$ cat src/rtl/scic_gpio_port_if.sv
// Select/acknowledge register bus used by the SCIC core to reach the GPIO port.
// The master drives the request; the slave returns one-cycle ack and read data.
interface scic_gpio_port_if #(
    parameter int unsigned DATA_W = 8
) ();
    logic              sel;
    logic              we;
    logic [1:0]        addr;
    logic [DATA_W-1:0] wdata;
    logic [DATA_W-1:0] rdata;
    logic              ack;

    modport master (
        output sel, we, addr, wdata,
        input  rdata, ack
    );

    modport slave (
        input  sel, we, addr, wdata,
        output rdata, ack
    );
endinterface

$ cat src/rtl/scic_gpio_port.sv
// Register-mapped switch/LED port: synchronised, debounced switches with sticky
// change flags and optional interrupt, plus a writable LED register.
module scic_gpio_port #(
    parameter int unsigned N_SW            = 4,
    parameter int unsigned N_LED           = 4,
    parameter int unsigned DATA_W          = 8,
    parameter int unsigned DEBOUNCE_CYCLES = 4
) (
    input  logic               clock,
    input  logic               reset,
    input  logic [N_SW-1:0]    switches,
    output logic [N_LED-1:0]   LEDs,
    output logic               irq,
    scic_gpio_port_if.slave    bus
);
    localparam int unsigned CNT_W = (DEBOUNCE_CYCLES > 1) ? $clog2(DEBOUNCE_CYCLES) : 1;
    localparam logic [CNT_W-1:0] CNT_MAX = CNT_W'(DEBOUNCE_CYCLES - 1);

    if (N_SW > DATA_W || N_LED > DATA_W || N_SW == 0 || N_LED == 0 ||
        DEBOUNCE_CYCLES == 0) begin : g_bad_size
        $error("scic_gpio_port: illegal sizing parameters");
    end

    logic [N_SW-1:0]   sync1_q, sync_q;
    logic [N_SW-1:0]   stable_q, stable_d;
    logic [N_SW-1:0]   flags_q, flags_d, flag_set, w1c;
    logic [CNT_W-1:0]  cnt_q [N_SW];
    logic [CNT_W-1:0]  cnt_d [N_SW];
    logic [1:0]        ctrl_q, ctrl_d;
    logic [N_LED-1:0]  led_q, led_d;
    logic [DATA_W-1:0] rdata_q, rd_val;
    logic              ack_q, irq_q;
    logic              wr_en, rd_en, dbg_toggle;
    logic              unused_wdata;

    assign unused_wdata = ^bus.wdata;

    always_comb begin
        wr_en  = bus.sel & bus.we;
        rd_en  = bus.sel & ~bus.we;
        led_d  = led_q;
        ctrl_d = ctrl_q;
        w1c    = '0;
        if (wr_en) begin
            case (bus.addr)
                2'd1:    led_d  = bus.wdata[N_LED-1:0];
                2'd2:    w1c    = bus.wdata[N_SW-1:0];
                2'd3:    ctrl_d = bus.wdata[1:0];
                default: ;
            endcase
        end
        case (bus.addr)
            2'd0:    rd_val = DATA_W'(stable_q);
            2'd1:    rd_val = DATA_W'(led_q);
            2'd2:    rd_val = DATA_W'(flags_q);
            default: rd_val = DATA_W'(ctrl_q);
        endcase
        dbg_toggle = ctrl_d[0] != ctrl_q[0];

        stable_d = stable_q;
        flag_set = '0;
        for (int i = 0; i < int'(N_SW); i++) begin
            cnt_d[i] = cnt_q[i];
            if (!ctrl_q[0]) begin
                cnt_d[i] = '0;
                if (sync_q[i] != stable_q[i]) begin
                    stable_d[i] = sync_q[i];
                    flag_set[i] = 1'b1;
                end
            end else if (sync_q[i] == stable_q[i]) begin
                cnt_d[i] = '0;
            end else if (cnt_q[i] == CNT_MAX) begin
                stable_d[i] = sync_q[i];
                flag_set[i] = 1'b1;
                cnt_d[i]    = '0;
            end else begin
                cnt_d[i] = cnt_q[i] + CNT_W'(1);
            end
            // Switching debounce mode restarts every pending count.
            if (dbg_toggle) cnt_d[i] = '0;
        end
        // A flag being set in the same cycle as its W1C survives.
        flags_d = (flags_q & ~w1c) | flag_set;
    end

    always_ff @(posedge clock or posedge reset) begin
        if (reset) begin
            sync1_q  <= '0;
            sync_q   <= '0;
            stable_q <= '0;
            flags_q  <= '0;
            cnt_q    <= '{default: '0};
            ctrl_q   <= 2'b01;
            led_q    <= '0;
            rdata_q  <= '0;
            ack_q    <= 1'b0;
            irq_q    <= 1'b0;
        end else begin
            sync1_q  <= switches;
            sync_q   <= sync1_q;
            stable_q <= stable_d;
            flags_q  <= flags_d;
            cnt_q    <= cnt_d;
            ctrl_q   <= ctrl_d;
            led_q    <= led_d;
            ack_q    <= bus.sel;
            if (rd_en) rdata_q <= rd_val;
            irq_q    <= ctrl_q[1] & (|flags_q);
        end
    end

    assign LEDs      = led_q;
    assign irq       = irq_q;
    assign bus.rdata = rdata_q;
    assign bus.ack   = ack_q;
endmodule
$ cat src/flat_wrapper.sv
// flat-port wrapper written by rule: the top's interface ports become plain ports
module scic_gpio_port_flat 
#(
    parameter int unsigned N_SW            = 4,
    parameter int unsigned N_LED           = 4,
    parameter int unsigned DATA_W          = 8,
    parameter int unsigned DEBOUNCE_CYCLES = 4
)
  (clock, reset, switches, LEDs, irq, bus_sel, bus_we, bus_addr, bus_wdata, bus_rdata, bus_ack);
  scic_gpio_port_if #(.DATA_W(DATA_W)) bus_i ();
  input  logic clock;
  input  logic reset;
  input  logic [N_SW-1:0] switches;
  output logic [N_LED-1:0] LEDs;
  output logic irq;
  input wire logic [$bits(bus_i.sel)-1:0] bus_sel;
  input wire logic [$bits(bus_i.we)-1:0] bus_we;
  input wire logic [$bits(bus_i.addr)-1:0] bus_addr;
  input wire logic [$bits(bus_i.wdata)-1:0] bus_wdata;
  output wire logic [$bits(bus_i.rdata)-1:0] bus_rdata;
  output wire logic [$bits(bus_i.ack)-1:0] bus_ack;
  assign bus_i.sel = bus_sel;
  assign bus_i.we = bus_we;
  assign bus_i.addr = bus_addr;
  assign bus_i.wdata = bus_wdata;
  assign bus_rdata = bus_i.rdata;
  assign bus_ack = bus_i.ack;
  scic_gpio_port #(.N_SW(N_SW), .N_LED(N_LED), .DATA_W(DATA_W), .DEBOUNCE_CYCLES(DEBOUNCE_CYCLES)) u_core (.clock(clock), .reset(reset), .switches(switches), .LEDs(LEDs), .irq(irq), .bus(bus_i));
endmodule
$ cat config.mk
export PLATFORM = sky130hd
export DESIGN_NAME = scic_gpio_port_flat
export DESIGN_NICKNAME = d
export VERILOG_FILES = /design/src/rtl/scic_gpio_port_if.sv /design/src/rtl/scic_gpio_port.sv /design/src/flat_wrapper.sv
export SDC_FILE = /design/constraint.sdc
export NUM_CORES = 1
export LEC_CHECK = 0
export CAP_MARGIN = 20
export CORE_ASPECT_RATIO = 0.9
export CORE_MARGIN = 3
export CORE_UTILIZATION = 53
export CTS_CLUSTER_SIZE = 14
export DETAILED_ROUTE_END_ITERATION = 12
export PLACE_DENSITY_LB_ADDON = 0.3
export RECOVER_POWER = 100
export SYNTH_ARGS = -nofsm -noshare
export SYNTH_HDL_FRONTEND = slang
export SYNTH_SLANG_ARGS = --single-unit
$ cat constraint.sdc
create_clock -name clock -period 3.6 [get_ports clock]
set_clock_uncertainty 0.1 [all_clocks]
set_input_delay 0.9 -clock clock [delete_from_list [all_inputs] [get_ports clock]]
set_output_delay 0.9 -clock clock [all_outputs]
set_load 0.005 [all_outputs]
==> key figures, run 1 <==
Clocking
  – Clock sinks: 36
  – Latest clock arrival within the worst-skew pair: 340 ps
  – H-tree level count: 2
  – CTS tree: yes
  – CTS Buf Count: 5
  – Clock transition at path regs: 100 ps
  – Post-CTS Setup Bufs: 0
  – CTS max path bufs: 2
  – Hold-fix buffers, CTS: 0
  – Clk root buf: clkbuf_4
  – PostCTS Resize Cnt: 0

Layout
  – Fillcell total: 207
  – Final Cell Area: 1817 um2
  – Most common cell after layout, fill and taps aside: dfrtp_1
  – Nets: 157
  – Layout cells sized above 1: 16.18%
  – Ant. Diodes: 0
  – Commonest cells after routing, fill and taps aside: dfrtp_1, dlygate4sd3_1, mux2_2
  – Non-Filler Instances: 174
  – P&R area growth vs syn: 21.61%

Timing
  – Final setup TNS: 0 ps
  – Fin. max-slew vios: 0
  – Min cycle time layout: 2452 ps
  – Max transition margin: 46.75%
  – Final Hold Viols: 0
  – Worst Slack Setup Final: 1148 ps
  – Least-Margin Pin Slew: 797.9 ps
  – Unrepaired setup endpoints after global routing: false
  – Final Setup Violations: 0
  – Tcrit/Tclk final: 68.11%
  – Max Fclk: 0.4078 GHz

Power and ir drop
  – Pwr Total: 998.8 uW
  – Leakage power: 0.0007922 uW
  – Maximum vdd drop: 0.3688 mV
  – PwrDens: 549.8 nW/um2

Route
  – ANT nets after route: 0
  – Wire per inst: 14.74 um
  – DR iter-0 viols: 41
  – # DRC: 0
  – Vias: 923
  – Initial DRT Pass Iterations: 4
  – Avg Vias per Cell: 5.305
  – Routed wire length: 2.564 mm

Run status
  – Status: complete, no violations

Floorplanning
  – Die Area: 3493 um2
  – Chip width: 61.97 um
  – Ports: 32
  – Height of the die: 56.37 um
  – Core region area: 2574 um2
  – Initial Util: 58.05%
  – Core Rows: 17

Place
  – Final Wtd Congestion: 0.7218
  – Port Buffer Count: 23
  – Place WS: 857.1 ps
  – Placed cell count: 166
  – Post-place instance area: 1745 um2
  – HPWL reported at the end of detailed placement: 1.951 mm

Worst hold path
  – Hold depth: 0
  – Min-Delay Endpoint: u_core.sync_q[0]$_DFF_PP0_
  – Hold Crit Start: u_core.sync1_q[0]$_DFF_PP0_
  – Min-delay worst type: reg2reg

Synth
  – FF+latch count, synth: 36
  – Synth cell types: 26
  – Post-synthesis sequential area ratio: 60.39%
  – Cell count after synthesis: 106
  – Yosys warns: 0
  – Syn Std Cell Area: 1494 um2
  – Mean Syn Cell Area: 14.09 um2

Global route
  – Total track usage: 17.62%
  – Largest net degree at the start of global routing: 23
  – Antenna violations before repair: 0
  – First-pass GRT wire length: 4.319 mm
  – Vias in the first global route: 945
  – Total gr overflow: 0

Critical path
  – Req. time, crit path: 3710 ps
  – CP max stage cell: dlygate4sd3_1
  – R2R cell count: 3
  – Cells along the critical path: dlygate4sd3_1 > nand4_1 > o21ai_0 > nor2_1
  – Flop-to-flop setup slack: 2130 ps
  – CP startpoint kind: input pin
  – Crit Path Class: in2reg
  – Data arrival time of the worst path: 2560 ps
  – Worst stage delay on the critical path: 810 ps
  – Crit end category: flop
  – R2r endpoint: u_core.cnt_q[0]$_DFF_PP0_
  – Crit path max fanout: 9
  – R2r startpoint: u_core.ctrl_q[0]$_DFF_PP1_

Job
  – Max_cap viols: 0
-- report_power, final --
group | leakage (uW) | switching (uW) | internal (uW)
clock | 0.0000412 | 135 | 145
combinational | 0.000328 | 82.3 | 118
sequential | 0.000424 | 46.4 | 473
total | 0.000792 | 263 | 735
-- layer usage --
metal / GRT usage, % / up-vias / wire length [um]
li1: - / 430 / -
met1: 23.24 / 461 / 1131
met2: 25.59 / 28 / 1231
met3: 8.276 / 4 / 176
met4: 5.455 / 0 / 25
met5: 0 / - / 0
-- flip-flops by register name (all words and copies together) (netlist names) --
register and count:
u_core.LEDs 4, u_core.bus.ack 1, u_core.bus.rdata 4, u_core.cnt_q 8, u_core.ctrl_q 2, u_core.flags_q 4
u_core.irq 1, u_core.stable_q 4, u_core.sync1_q 4, u_core.sync_q 4
-- cells in the mapped netlist, drive strengths merged --
master,number,area (um2)
nor2,5,18.77
mux2,12,135.1
xor2,4,35.03
nor4b,4,35.03
mux4,2,45.04
xnor2,1,8.760
nand4b,1,8.760
nand2,8,30.03
dfrtp,35,875.8
o41a,1,11.26
nand3b,2,15.01
dfstp,1,26.28
nand2b,4,25.02
buf,6,52.55
o21ai,1,5.000
nor2b,1,6.260
inv,1,3.750
nand4,1,6.260
and4b,1,11.26
conb,1,3.750
o211ai,2,15.01
mux2i,2,20.02
a22o,4,35.03
ha,4,50.05
o21a,2,15.01
-- area by class of cell --
cell class | instances | area [um2] | area share (%)
Clock buffer | 5 | 37.54 | 2.066
Multi-Input combinational cell | 66 | 545.5 | 30.03
Timing Repair Buffer | 25 | 237.7 | 13.09
Clock inverter | 3 | 42.54 | 2.342
Inverter | 1 | 3.754 | 0.2066
Sequential cell | 36 | 902.1 | 49.66
Tap cell | 38 | 47.55 | 2.617
-- stage by stage --
stage	hold slack [ps]	util, %
2_1_floorplan	231.2	-
3_3_place_gp	232.6	67.82
3_5_place_dp	239.7	67.82
4_1_cts	263.6	70.93
5_1_grt	273.2	70.59
6_report	260.2	70.59
-- worst max-delay path, delay by kind of cell --
kind	cells	cell delay (ps)
AOI/OAI and AO/OA	1	500
and+or+nand+nor	2	350
buffers and inverters	1	810
-- cells by family (layout without fill, tap and decap cells) --
family	count (synthesis)	in the layout	synth area share, %
flip-flops	36	36	60.39
AND/OR/NAND/NOR	27	27	10.47
multiplexers	16	16	13.40
AO/OA/AOI/OAI	10	10	5.443
buffers and inverters	7	34	3.769
XOR/XNOR	5	5	2.931
adder cells (fa/ha/maj)	4	4	3.350
other	1	4	0.2510
-- how the worst max path moves through the flow --
| stage | start | endpoint | slack (ps) |
|---|---|---|---|
| after floorplan | bus_addr[1] | u_core.bus.rdata[0]$_DFFE_PP0P_ | 1630 |
| after global placement | bus_addr[1] | u_core.cnt_q[3]$_DFF_PP0_ | 820 |
| after detailed placement | bus_addr[1] | u_core.cnt_q[3]$_DFF_PP0_ | 860 |
| after CTS | bus_addr[1] | u_core.cnt_q[3]$_DFF_PP0_ | 1230 |
| after global routing | bus_addr[1] | u_core.cnt_q[5]$_DFF_PP0_ | 1050 |
| final | bus_addr[1] | u_core.cnt_q[3]$_DFF_PP0_ | 1150 |
No activity file was read; power rests on OpenSTA's default activity.
==> run 2, diff against run 1 <==
--- a/config.mk
+++ b/config.mk
@@ -8,7 +8,7 @@
 export CAP_MARGIN = 20
 export CORE_ASPECT_RATIO = 0.9
 export CORE_MARGIN = 3
-export CORE_UTILIZATION = 53
+export CORE_UTILIZATION = 49
 export CTS_CLUSTER_SIZE = 14
 export DETAILED_ROUTE_END_ITERATION = 12
 export PLACE_DENSITY_LB_ADDON = 0.3
==> constraint.sdc (replaced) <==
create_clock -name clock -period 2.5 [get_ports clock]
set_clock_uncertainty 0.1 [all_clocks]
set_input_delay 0.625 -clock clock [delete_from_list [all_inputs] [get_ports clock]]
set_output_delay 0.625 -clock clock [all_outputs]
set_load 0.005 [all_outputs]
==> run 2 against run 1 <==
Effect of this change:
- combinational power grew 49%
- wire length grew 6.2%
- critical endpoint is now u_core.bus.rdata[0]$_DFFE_PP0P_
- largest cell class unchanged
- clock-buffer cell count rose by 3
- via count decreased by 0.11%
- flip-flop and latch count stayed put
- die area rose by 7.3%
- clock power grew 13%
- critical path depth shrank 1
- design area about the same
- register-to-register slack got worse by 990 ps
==> key figures, run 2 (synthesis results as in run 1) <==
Run status
  – Status: complete, no violations

Floorplanning
  – Core region area: 2838 um2 (+10%)
  – Height of the die: 58.39 um (+3.6%)
  – Chip width: 64.21 um (+3.6%)
  – Core Rows: 18 (+1)
  – Die Area: 3749 um2 (+7.3%)
  – Ports: 32 (unchanged)
  – Initial Util: 52.65% (-5.4 points)

Layout
  – Commonest cells after routing, fill and taps aside: dfrtp_1, dlygate4sd3_1, mux2_2
  – P&R area growth vs syn: 21.69% (about the same)
  – Max reg flops: 8 (unchanged)
  – Non-Filler Instances: 178 (+2.3%)
  – Layout cells sized above 1: 18.12% (+1.9 points)
  – Largest Register: u_core.cnt_q
  – Ant. Diodes: 0 (unchanged)
  – Nets: 159 (+1.3%)
  – Most common cell after layout, fill and taps aside: dfrtp_1

Global route
  – Largest net degree at the start of global routing: 37 (+61%)
  – First-pass GRT wire length: 4.533 mm (+5.0%)
  – Antenna violations before repair: 0 (unchanged)
  – Total gr overflow: 0 (unchanged)
  – Vias in the first global route: 924 (-2.2%)
  – Total track usage: 16.52% (-1.1 points)

Critical path
  – R2r startpoint: u_core.ctrl_q[0]$_DFF_PP1_
  – R2R cell count: 3 (unchanged)
  – Req. time, crit path: 2630 ps (-1080 ps)
  – CP startpoint kind: input pin
  – R2r endpoint: u_core.cnt_q[0]$_DFF_PP0_
  – Flop-to-flop setup slack: 1140 ps (-990 ps)
  – Crit path max fanout: 9 (unchanged)
  – Data arrival time of the worst path: 2220 ps (-340 ps)
  – Crit Path Class: in2reg
  – Crit end category: flop

Power and ir drop
  – Switch Pwr: 369.2 uW (+40%)
  – Maximum vdd drop: 0.3597 mV (-2.5%)
  – Internal power: 1000 uW (+36%)
  – PwrDens: 753.2 nW/um2 (+37%)
  – Leakage power: 0.0007999 uW (+0.97%)
  – Sequential Power Share: 55.1% (+3.1 points)
  – Clock share of power: 23.1% (-4.9 points)
  – Logic gate share of total power: 21.8% (+1.8 points)
  – Switching portion of total power: 26.97% (+0.60 points)

Place
  – HPWL reported at the end of detailed placement: 2.005 mm (+2.8%)
  – Final Wtd Congestion: 0.7160 (-0.80%)
  – Port Buffer Count: 23 (unchanged)
  – Placed cell count: 170 (+2.4%)

Clocking
  – CTS Buf Count: 5 (unchanged)
  – Clock transition at path regs: 100 ps (about the same)
  – Latest clock arrival within the worst-skew pair: 330 ps (about the same)
  – CTS tree: yes
  – CTS max path bufs: 2 (unchanged)
  – Post-CTS Setup Bufs: 0 (unchanged)
  – H-tree level count: 2 (unchanged)
  – Hold-fix buffers, CTS: 0 (unchanged)
  – Clock sinks: 36 (unchanged)
  – Clk root buf: clkbuf_4
  – PostCTS Resize Cnt: 0 (unchanged)

Worst hold path
  – Hold Crit Start: u_core.sync1_q[2]$_DFF_PP0_
  – Min-Delay Endpoint: u_core.sync_q[2]$_DFF_PP0_
  – Min-delay worst type: reg2reg
  – Hold depth: 0 (unchanged)

Timing
  – Unrepaired setup endpoints after global routing: false
  – Least-Margin Pin Slew: 866.9 ps (+69.06 ps)
  – Max Fclk: 0.4778 GHz
  – Tcrit/Tclk final: 83.72%
  – Final setup TNS: 0 ps (unchanged)
  – Final Setup Violations: 0 (unchanged)
  – Min cycle time layout: 2093 ps
  – Max transition margin: 42.20% (-4.5 points)
  – Fin. max-slew vios: 0 (unchanged)
  – Final Hold Viols: 0 (unchanged)

Route
  – Vias: 922 (-0.11%)
  – # DRC: 0 (unchanged)
  – ANT nets after route: 0 (unchanged)
  – DR iter-0 viols: 54 (+32%)
  – Initial DRT Pass Iterations: 4 (unchanged)
  – Routed wire length: 2.723 mm (+6.2%)
  – Wire per inst: 15.30 um (+3.8%)
  – Avg Vias per Cell: 5.180 (-2.4%)

Job
  – Max_cap viols: 0 (unchanged)
==> run 2: cell count changes in the layout (fill, tap and decap cells not counted) <==
cell        previous run  this run
clkinv_2               1         0
clkbuf_4               5         6
clkbuf_2               0         1
bufinv_16              1         0
dfstp_1                1         0
dfstp_2                0         1
clkbuf_8               0         1
buf_4                  0         2
clkinvlp_4             1         0
==> run 2: area by class of cell <==
type	instances	area, um2
fillers	233	1020
flip-flops and latches	36	902.1
multi-input cells	66	545.5
repair buffers	27	257.7
clock buffers	8	58.81
well taps	40	50.05
inverters	1	3.754
==> run 2: power by group through the flow <==
stage | logic (uW) | clock network, uW | registers [uW]
floorplan | 181 | 0 | 749
global placement | 304 | 0 | 760
detailed placement | 320 | 0 | 767
CTS | 321 | 328 | 755
global route | 333 | 355 | 766
finish | 299 | 316 | 754
==> run 2: per-layer routing <==
| layer | routed length, um | GRT usage, % |
|---|---|---|
| met1 | 1215 | 19.49 |
| met2 | 1333 | 26.80 |
| met3 | 137 | 5.153 |
| met4 | 37 | 9.940 |
| met5 | 0 | 0 |
==> run 2: stage by stage <==
| step | hold WS [ps] | worst slack (ps) | total power (uW) | utilization [%] | cell area (um2) |
|---|---|---|---|---|---|
| final | 257.5 | 407.1 | 1369 | 64.07 | 1818 |
| after global routing | 274.3 | 350.3 | 1454 | 64.07 | 1818 |
| after CTS | 260.0 | 484.9 | 1404 | 64.20 | 1822 |
| after detailed placement | 234.7 | 119.5 | 1087 | 62.13 | 1763 |
| after global placement | 233.2 | 142.2 | 1064 | 62.13 | 1763 |
| after floorplan | 231.2 | 809.2 | 930.6 | - | 1505 |
==> run 2: how the worst max path moves through the flow <==
stage / startpoint / slack, ps / endpoint
after floorplan: bus_addr[1] / 810 / u_core.bus.rdata[0]$_DFFE_PP0P_
after global placement: bus_addr[1] / 140 / u_core.bus.rdata[1]$_DFFE_PP0P_
after detailed placement: bus_addr[1] / 120 / u_core.bus.rdata[0]$_DFFE_PP0P_
after CTS: bus_addr[1] / 480 / u_core.bus.rdata[0]$_DFFE_PP0P_
after global routing: bus_addr[1] / 350 / u_core.cnt_q[7]$_DFF_PP0_
final: bus_addr[1] / 410 / u_core.bus.rdata[0]$_DFFE_PP0P_
==> run 2: critical path: stages <==
cell,delay (ps)
dlygate4sd3_1,780
mux4_2,550
mux2_2,270
